[src/rtl/ff_bank_cmd_arbiter.sv]
`default_nettype none
// ============================================================================
// Module      : ff_bank_cmd_arbiter
// Description : Owns a W-bit bank of JK-style flag bits and shares it between
//               two requesters. Commands (op, mask, repeat count) are granted
//               round-robin and applied to the masked bits for rep+1 cycles.
// Revision    : 1.0 - initial release
// ============================================================================
module ff_bank_cmd_arbiter #(
    parameter int W     = 8,
    parameter int REP_W = 4
) (
    input  logic             clk,
    input  logic             reset,
    input  logic             req0_valid,
    output logic             req0_ready,
    input  logic [1:0]       req0_op,
    input  logic [W-1:0]     req0_mask,
    input  logic [REP_W-1:0] req0_rep,
    input  logic             req1_valid,
    output logic             req1_ready,
    input  logic [1:0]       req1_op,
    input  logic [W-1:0]     req1_mask,
    input  logic [REP_W-1:0] req1_rep,
    input  logic             abort,
    output logic [W-1:0]     q,
    output logic             busy,
    output logic             done,
    output logic             done_id,
    output logic             done_aborted
);

    localparam logic [REP_W-1:0] C_CNT_ONE = 1;

    typedef enum logic [0:0] {
        S_IDLE  = 1'b0,
        S_APPLY = 1'b1
    } state_t;

    state_t             state_q, state_d;
    logic               rr_q, rr_d;
    logic [1:0]         op_q, op_d;
    logic [W-1:0]       mask_q, mask_d;
    logic [REP_W-1:0]   cnt_q, cnt_d;
    logic               id_q, id_d;
    logic [W-1:0]       bank_q, bank_d;
    logic               busy_q, busy_d;
    logic               done_q, done_d;
    logic               done_id_q, done_id_d;
    logic               done_aborted_q, done_aborted_d;

    logic               w_grant0;
    logic               w_grant1;
    logic               w_idle;
    logic [W-1:0]       w_jk_next;

    // Round-robin grant: a lone requester always wins, a tie goes to rr_q.
    always_comb begin
        w_idle     = (state_q == S_IDLE);
        w_grant0   = req0_valid & (~req1_valid | ~rr_q);
        w_grant1   = req1_valid & (~req0_valid |  rr_q);
        req0_ready = w_idle & w_grant0 & ~reset;
        req1_ready = w_idle & w_grant1 & ~reset;
    end

    // JK characteristic per bit with {j,k} = op: q+ = j&~q | ~k&q, masked.
    always_comb begin
        w_jk_next = (mask_q & (({W{op_q[1]}} & ~bank_q) | ({W{~op_q[0]}} & bank_q)))
                  | (~mask_q & bank_q);
    end

    // Next-state: accept a command in IDLE, apply it for rep+1 edges in APPLY.
    always_comb begin
        state_d        = state_q;
        rr_d           = rr_q;
        op_d           = op_q;
        mask_d         = mask_q;
        cnt_d          = cnt_q;
        id_d           = id_q;
        bank_d         = bank_q;
        busy_d         = busy_q;
        done_d         = 1'b0;
        done_id_d      = done_id_q;
        done_aborted_d = done_aborted_q;

        case (state_q)
            S_IDLE: begin
                if (req0_ready) begin
                    op_d    = req0_op;
                    mask_d  = req0_mask;
                    cnt_d   = req0_rep;
                    id_d    = 1'b0;
                    rr_d    = 1'b1;
                    state_d = S_APPLY;
                    busy_d  = 1'b1;
                end else if (req1_ready) begin
                    op_d    = req1_op;
                    mask_d  = req1_mask;
                    cnt_d   = req1_rep;
                    id_d    = 1'b1;
                    rr_d    = 1'b0;
                    state_d = S_APPLY;
                    busy_d  = 1'b1;
                end
            end
            S_APPLY: begin
                if (abort) begin
                    // Abort wins even on the final edge: bank is left untouched.
                    state_d        = S_IDLE;
                    busy_d         = 1'b0;
                    done_d         = 1'b1;
                    done_id_d      = id_q;
                    done_aborted_d = 1'b1;
                end else begin
                    bank_d = w_jk_next;
                    if (cnt_q == '0) begin
                        state_d        = S_IDLE;
                        busy_d         = 1'b0;
                        done_d         = 1'b1;
                        done_id_d      = id_q;
                        done_aborted_d = 1'b0;
                    end else begin
                        cnt_d = cnt_q - C_CNT_ONE;
                    end
                end
            end
            default: begin
                state_d = S_IDLE;
                busy_d  = 1'b0;
            end
        endcase
    end

    // State registers; reset discards any command and restores rr to 0.
    always_ff @(posedge clk) begin
        if (reset) begin
            state_q        <= S_IDLE;
            rr_q           <= 1'b0;
            op_q           <= 2'b00;
            mask_q         <= '0;
            cnt_q          <= '0;
            id_q           <= 1'b0;
            bank_q         <= '0;
            busy_q         <= 1'b0;
            done_q         <= 1'b0;
            done_id_q      <= 1'b0;
            done_aborted_q <= 1'b0;
        end else begin
            state_q        <= state_d;
            rr_q           <= rr_d;
            op_q           <= op_d;
            mask_q         <= mask_d;
            cnt_q          <= cnt_d;
            id_q           <= id_d;
            bank_q         <= bank_d;
            busy_q         <= busy_d;
            done_q         <= done_d;
            done_id_q      <= done_id_d;
            done_aborted_q <= done_aborted_d;
        end
    end

    assign q            = bank_q;
    assign busy         = busy_q;
    assign done         = done_q;
    assign done_id      = done_id_q;
    assign done_aborted = done_aborted_q;

endmodule
`default_nettype wire

[config.mk]
export PLATFORM = sky130hd
export DESIGN_NAME = ff_bank_cmd_arbiter
export DESIGN_NICKNAME = d
export VERILOG_FILES = /design/src/rtl/ff_bank_cmd_arbiter.sv
export SDC_FILE = /design/constraint.sdc
export NUM_CORES = 1
export LEC_CHECK = 0
export BUFFER_PORTS_ARGS = -buffer_cell sky130_fd_sc_hd__buf_2
export CORE_MARGIN = 5
export CORE_UTILIZATION = 51
export CTS_BUF_LIST = sky130_fd_sc_hd__clkbuf_8
export DETAILED_ROUTE_END_ITERATION = 10
export MAX_ROUTING_LAYER = met4
export PLACE_DENSITY = 0.81
export SKIP_CTS_REPAIR_TIMING = 1
export SLEW_MARGIN = 10
export SYNTH_ARGS = -nofsm -noshare
export SYNTH_HDL_FRONTEND = slang
export SYNTH_SLANG_ARGS = --single-unit
[constraint.sdc]
create_clock -name clk -period 1.9 [get_ports clk]
set_clock_uncertainty 0.05 [all_clocks]
set_input_delay 0.095 -clock clk [delete_from_list [all_inputs] [get_ports clk]]
set_output_delay 0.095 -clock clk [all_outputs]
set_load 0.01 [all_outputs]
# After elaboration in Yosys (flattened, before gate mapping)

Cells that the tools add are included.

$add $sub $neg: 1
Equality and inequality tests: 4
Reduce and logical (&&, ||, !) cells: 9
Bitwise gates (word level): 23
Multiplexer cells: 27

Operators by type and width:

| cell                                                                    | count |
|---|---|
| 8-bit AND                                                               | 4 |
| 1-bit two-way mux                                                       | 16 |
| 4-bit two-way mux                                                       | 4 |
| 8-bit two-way mux                                                       | 2 |
| 8-bit inverter                                                          | 2 |
| 8-bit OR                                                                | 2 |
| 4-bit case mux with 2 select lines                                      | 1 |
| 2-bit AND reduction                                                     | 4 |
| 1-bit inverter                                                          | 7 |
| 1-bit AND                                                               | 6 |
| 4-bit zero test                                                         | 1 |
| 2-bit two-way mux                                                       | 2 |
| 2-bit inequality test, second input constant                            | 2 |
| 1-bit case mux with 2 select lines                                      | 2 |
| 2-bit nonzero test                                                      | 2 |
| 4-bit by 1-bit subtractor with 4-bit output, second input constant      | 1 |
| 3-bit by 2-bit inequality test with 1-bit output, second input constant | 1 |
| 3-bit inequality test, second input constant                            | 1 |
| 3-bit AND reduction                                                     | 1 |
| 1-bit OR                                                                | 2 |
| 2-bit OR reduction                                                      | 1 |

Output and inout port bits: 14
Register bits after elaboration: 29
Word-level logic and storage cells: 75
Input port bits: 33

# Logic depth before layout (Yosys ltp)

Depth in word-level cells: 8
Depth in mapped cells: 6
Gate-level depth less buffers: 6

# Worst setup path after synthesis

OpenSTA, ideal clock, no wires.

Path kind: reg2reg
Start: register cnt_q[0]
End: register cnt_q[0]
Arrival time: 1435 ps
Slack: 319 ps
Required time: 1755 ps
Clock period less this slack: 1581 ps
Cell stages (with the launch flop): 7
Library setup time: 95 ps
Path buffers: 0
Path through: dfxtp_1 -> inv_1 -> ha_1 -> nor3b_1 -> o32a_1 -> a21oi_1 -> a221oi_1

Word-level cells in the longest chain between the ends: 4
Elaborated cells between the ends (all ways): 7
Those cells by class: add/sub (1); eq/ne (1); mux (3); reduce/logical (2)

RTL lines:

| element                                     | RTL line | text |
|---|---|---|
| start, declared                             | 44       | `logic [REP_W-1:0] cnt_q, cnt_d;` |
| start signal, assigned                      | 153      | `cnt_q <= cnt_d;` |
| 4-bit by 1-bit subtractor with 4-bit output | 123      | `cnt_d = cnt_q - C_CNT_ONE;` |
| 4-bit two-way mux                           | 116      | `if (cnt_q == '0) begin` |
| 4-bit two-way mux                           | 107      | `if (abort) begin` |
| 4-bit case mux with 2 select lines          | 86       | `case (state_q)` |

Parallel ways exist; a longest one is shown, timed or not. The select of a mux whose other input is x is not followed.
A chain may end at the register's enable or synchronous reset.

# Worst setup path in the final report

Start: register rr_q
End: output port req0_ready

Word-level cells in the longest chain between the ends: 5

RTL lines:

| element                 | RTL line | text |
|---|---|---|
| start, declared         | 41       | `logic rr_q, rr_d;` |
| start signal, assigned  | 150      | `rr_q <= rr_d;` |
| 1-bit inverter          | 60       | `w_grant0 = req0_valid & (~req1_valid \| ~rr_q);` |
| 1-bit OR                | 60       |  |
| 1-bit AND               | 60       |  |
| 1-bit AND (2 in series) | 62       | `req0_ready = w_idle & w_grant0 & ~reset;` |
| end, declared           | 16       | `output logic req0_ready,` |

Every way passes these cells.

==> impl_metrics.env <==
export IMPL_final_cell_mix="buf_2 (46), dfxtp_1 (29), nor2_1 (18)"
export IMPL_layout_commonest_cell="buf_2"
export IMPL_io_pins=47
export IMPL_htreeDepth=2
export IMPL_drive_gt1_share_pct=30.9
export IMPL_fp_dieW_um=62.0
export IMPL_hold_violations=0
export IMPL_status="complete, no violations"
export IMPL_ys_seq_elements=29
export IMPL_clk_pin_slew_ns=0.06
export IMPL_synth_warnings=0
export IMPL_fin_cells=237
export IMPL_num_vias=1303
export IMPL_routed_wl_mm=3.32
export IMPL_wl_met2_mm=1.66
export IMPL_rsz0062_at_grt="no"
export IMPL_grt_remaining_overflow=0
export IMPL_worstPathMaxFanout=8
export IMPL_timing_rr_end="done_id"
export IMPL_endpoint_kind="output pin"
export IMPL_viasPerCell=5.50
export IMPL_r2r_slack_ns=0.21
export IMPL_hpwl_mm=2.46
export IMPL_gp_congestion=0.837
export IMPL_grt_pass1_vias=1243
export IMPL_setup_tns_ns=0
export IMPL_synth_area_per_cell_sq_um=8.72
export IMPL_drc=0
export IMPL_p_leak_nw=0.792
export IMPL_place_inst=229
export IMPL_synth_fp_nets=192
export IMPL_cts_made_buffers=5
export IMPL_clock_path_buffers=2
export IMPL_rows=18
export IMPL_antenna_cells=0
export IMPL_ant_nets=0
export IMPL_dr_pass1_iters=4
export IMPL_yosysTopAreaCellShare_pct=42.1
export IMPL_required_ns=1.75
export IMPL_fin_crit_sh_pct=92.1
export IMPL_drv_cap=0
export IMPL_cts_tree="done"
export IMPL_syn2layout_area_growth_pct=24.7
export IMPL_core_area_sq_um=2520
export IMPL_power_w=0.00138
export IMPL_fin_crit_ns=1.75
export IMPL_dpl_cell_area_sq_um=1630
export IMPL_max_stage_delay_ns=0.34
export IMPL_reg2regPathDepth=6
export IMPL_ys_types=33
export IMPL_timing_rr_start="cnt_q[0]"
export IMPL_ys_top_cells_by_area="dfxtp_1 (42%), mux2i_1 (8.7%), a211oi_1 (5.4%)"
export IMPL_worst_path_max_delay_cell="dfxtp_1"
export IMPL_worst_pin_slew_ns=0.429
export IMPL_slew_headroom_pct=71.1
export IMPL_ctsRootBufferMaster="clkbuf_8"
export IMPL_grt_max_degree=25
export IMPL_synth_seq_area_share_pct=42.1
export IMPL_insertion_delay_ns=0.29
export IMPL_wl_met1_mm=1.43
export IMPL_min_path_type="in2reg"
export IMPL_clkSinkCount=29
export IMPL_nNetsFinal=240
export IMPL_ir_worst_vdd_uv=573
export IMPL_min_delay_start="req1_valid"
export IMPL_timing_fmax_mhz=572
export IMPL_yosys_area_top_type="dfxtp_1"
export IMPL_start_util_pct=54.6
export IMPL_cp_arrival_ns=1.60
export IMPL_holdPathEnd="rr_q"
export IMPL_die_area_sq_um=3840
export IMPL_die_h_um=62.0
export IMPL_syn_area_sq_um=1380
export IMPL_crit_chain="a21bo_4 -> or3_1 -> buf_4 -> inv_1 -> buf_2"
export IMPL_antenna_found_initial=0
export IMPL_grt_pass1_wl_mm=5.23
export IMPL_min_path_cells=2
export IMPL_gr_usage_all_layers_pct=19.1
export IMPL_drt_iter0_drc=30
export IMPL_final_area_sq_um=1720
export IMPL_final_setup_viol_count=0
export IMPL_powerDensity_nw_per_um2=803
export IMPL_crit_type="reg2out"
export IMPL_timing_final_max_slew_violations=0
export IMPL_avgRoutedWirePerCell_um=14.0
export IMPL_routed_top_layer="met4"
export IMPL_synth_cells=158
export IMPL_critPathLaunchType="register"
export IMPL_io_buffers=46
export IMPL_wl_met3_um=191
[cells by family (layout without fill, tap and decap cells)]
kind of cell	Yosys count	after routing	share of synthesized area [%]
compound gates	44	44	22.6
fa+ha+maj	1	1	0.908
buf+inv	19	68	7.08
flops	29	29	42.1
mux	12	12	8.72
simple gates	53	53	18.5
[where the power goes]
part	internal, W	leakage, nW	switching, W
Combinational	0.000107	0.505	0.000116
Clock	0.000247	0.0491	0.000231
Sequential	0.000647	0.238	0.0000311
[worst max-delay path by stage]
stage,from,end,slack (ns),cells after the start
after floorplan,cnt_q[0],cnt_q[0],0.32,6
after global placement,cnt_q[0],cnt_q[0],0.24,6
after detailed placement,cnt_q[0],cnt_q[0],0.12,6
after CTS,cnt_q[0],cnt_q[0],0.10,6
after global routing,cnt_q[0],cnt_q[0],0.06,6
final,rr_q,req0_ready,0.15,5
[through the flow]
stage	setup WS (ns)	util (%)	hold slack, ns
detailed placement	0.124	64.5	0.333
floorplan	0.319	-	0.165
global route	0.0618	68.1	0.0435
CTS	0.102	67.8	0.0356
finish	0.150	68.1	0.0417
global placement	0.242	64.5	0.310
[Yosys cell counts, drive strengths merged]
cell / number
nor3b: 4
a311oi: 2
and3b: 1
o2111a: 1
or3: 1
dfxtp: 29
a21oi: 14
a21bo: 1
nand2b: 1
a211oi: 10
inv: 8
ha: 1
a221oi: 1
o21a: 3
o32ai: 1
nand2: 17
mux2i: 12
o311ai: 3
nand3b: 7
nor2: 19
o41ai: 1
o21ai: 4
clkbuf: 7
o32a: 1
nor2b: 1
nor3: 2
a22oi: 1
a31o: 1
buf: 4
[layout make-up]
class / instances / area (sq um)
sequential: 29 / 581
tap: 30 / 37.5
clock inverter: 3 / 13.8
fill: 219 / 805
multi-input combinational: 110 / 712
clock buffer: 5 / 68.8
timing repair buffer: 52 / 275
inverter: 8 / 30.0
[routing by layer]
layer | track usage, % | up-vias
li1 | - | 661
met1 | 21.9 | 600
met2 | 31.4 | 35
met3 | 5.58 | 7
met4 | 7.27 | 0
met5 | - | -
[worst max-delay path: cells and delay by family (launching register included)]
kind / cells / cell delay [ns]
compound gates: 1 / 0.25
buf+inv: 3 / 0.39
flops: 1 / 0.34
simple gates: 1 / 0.34
No activity file was read; power rests on OpenSTA's default activity.
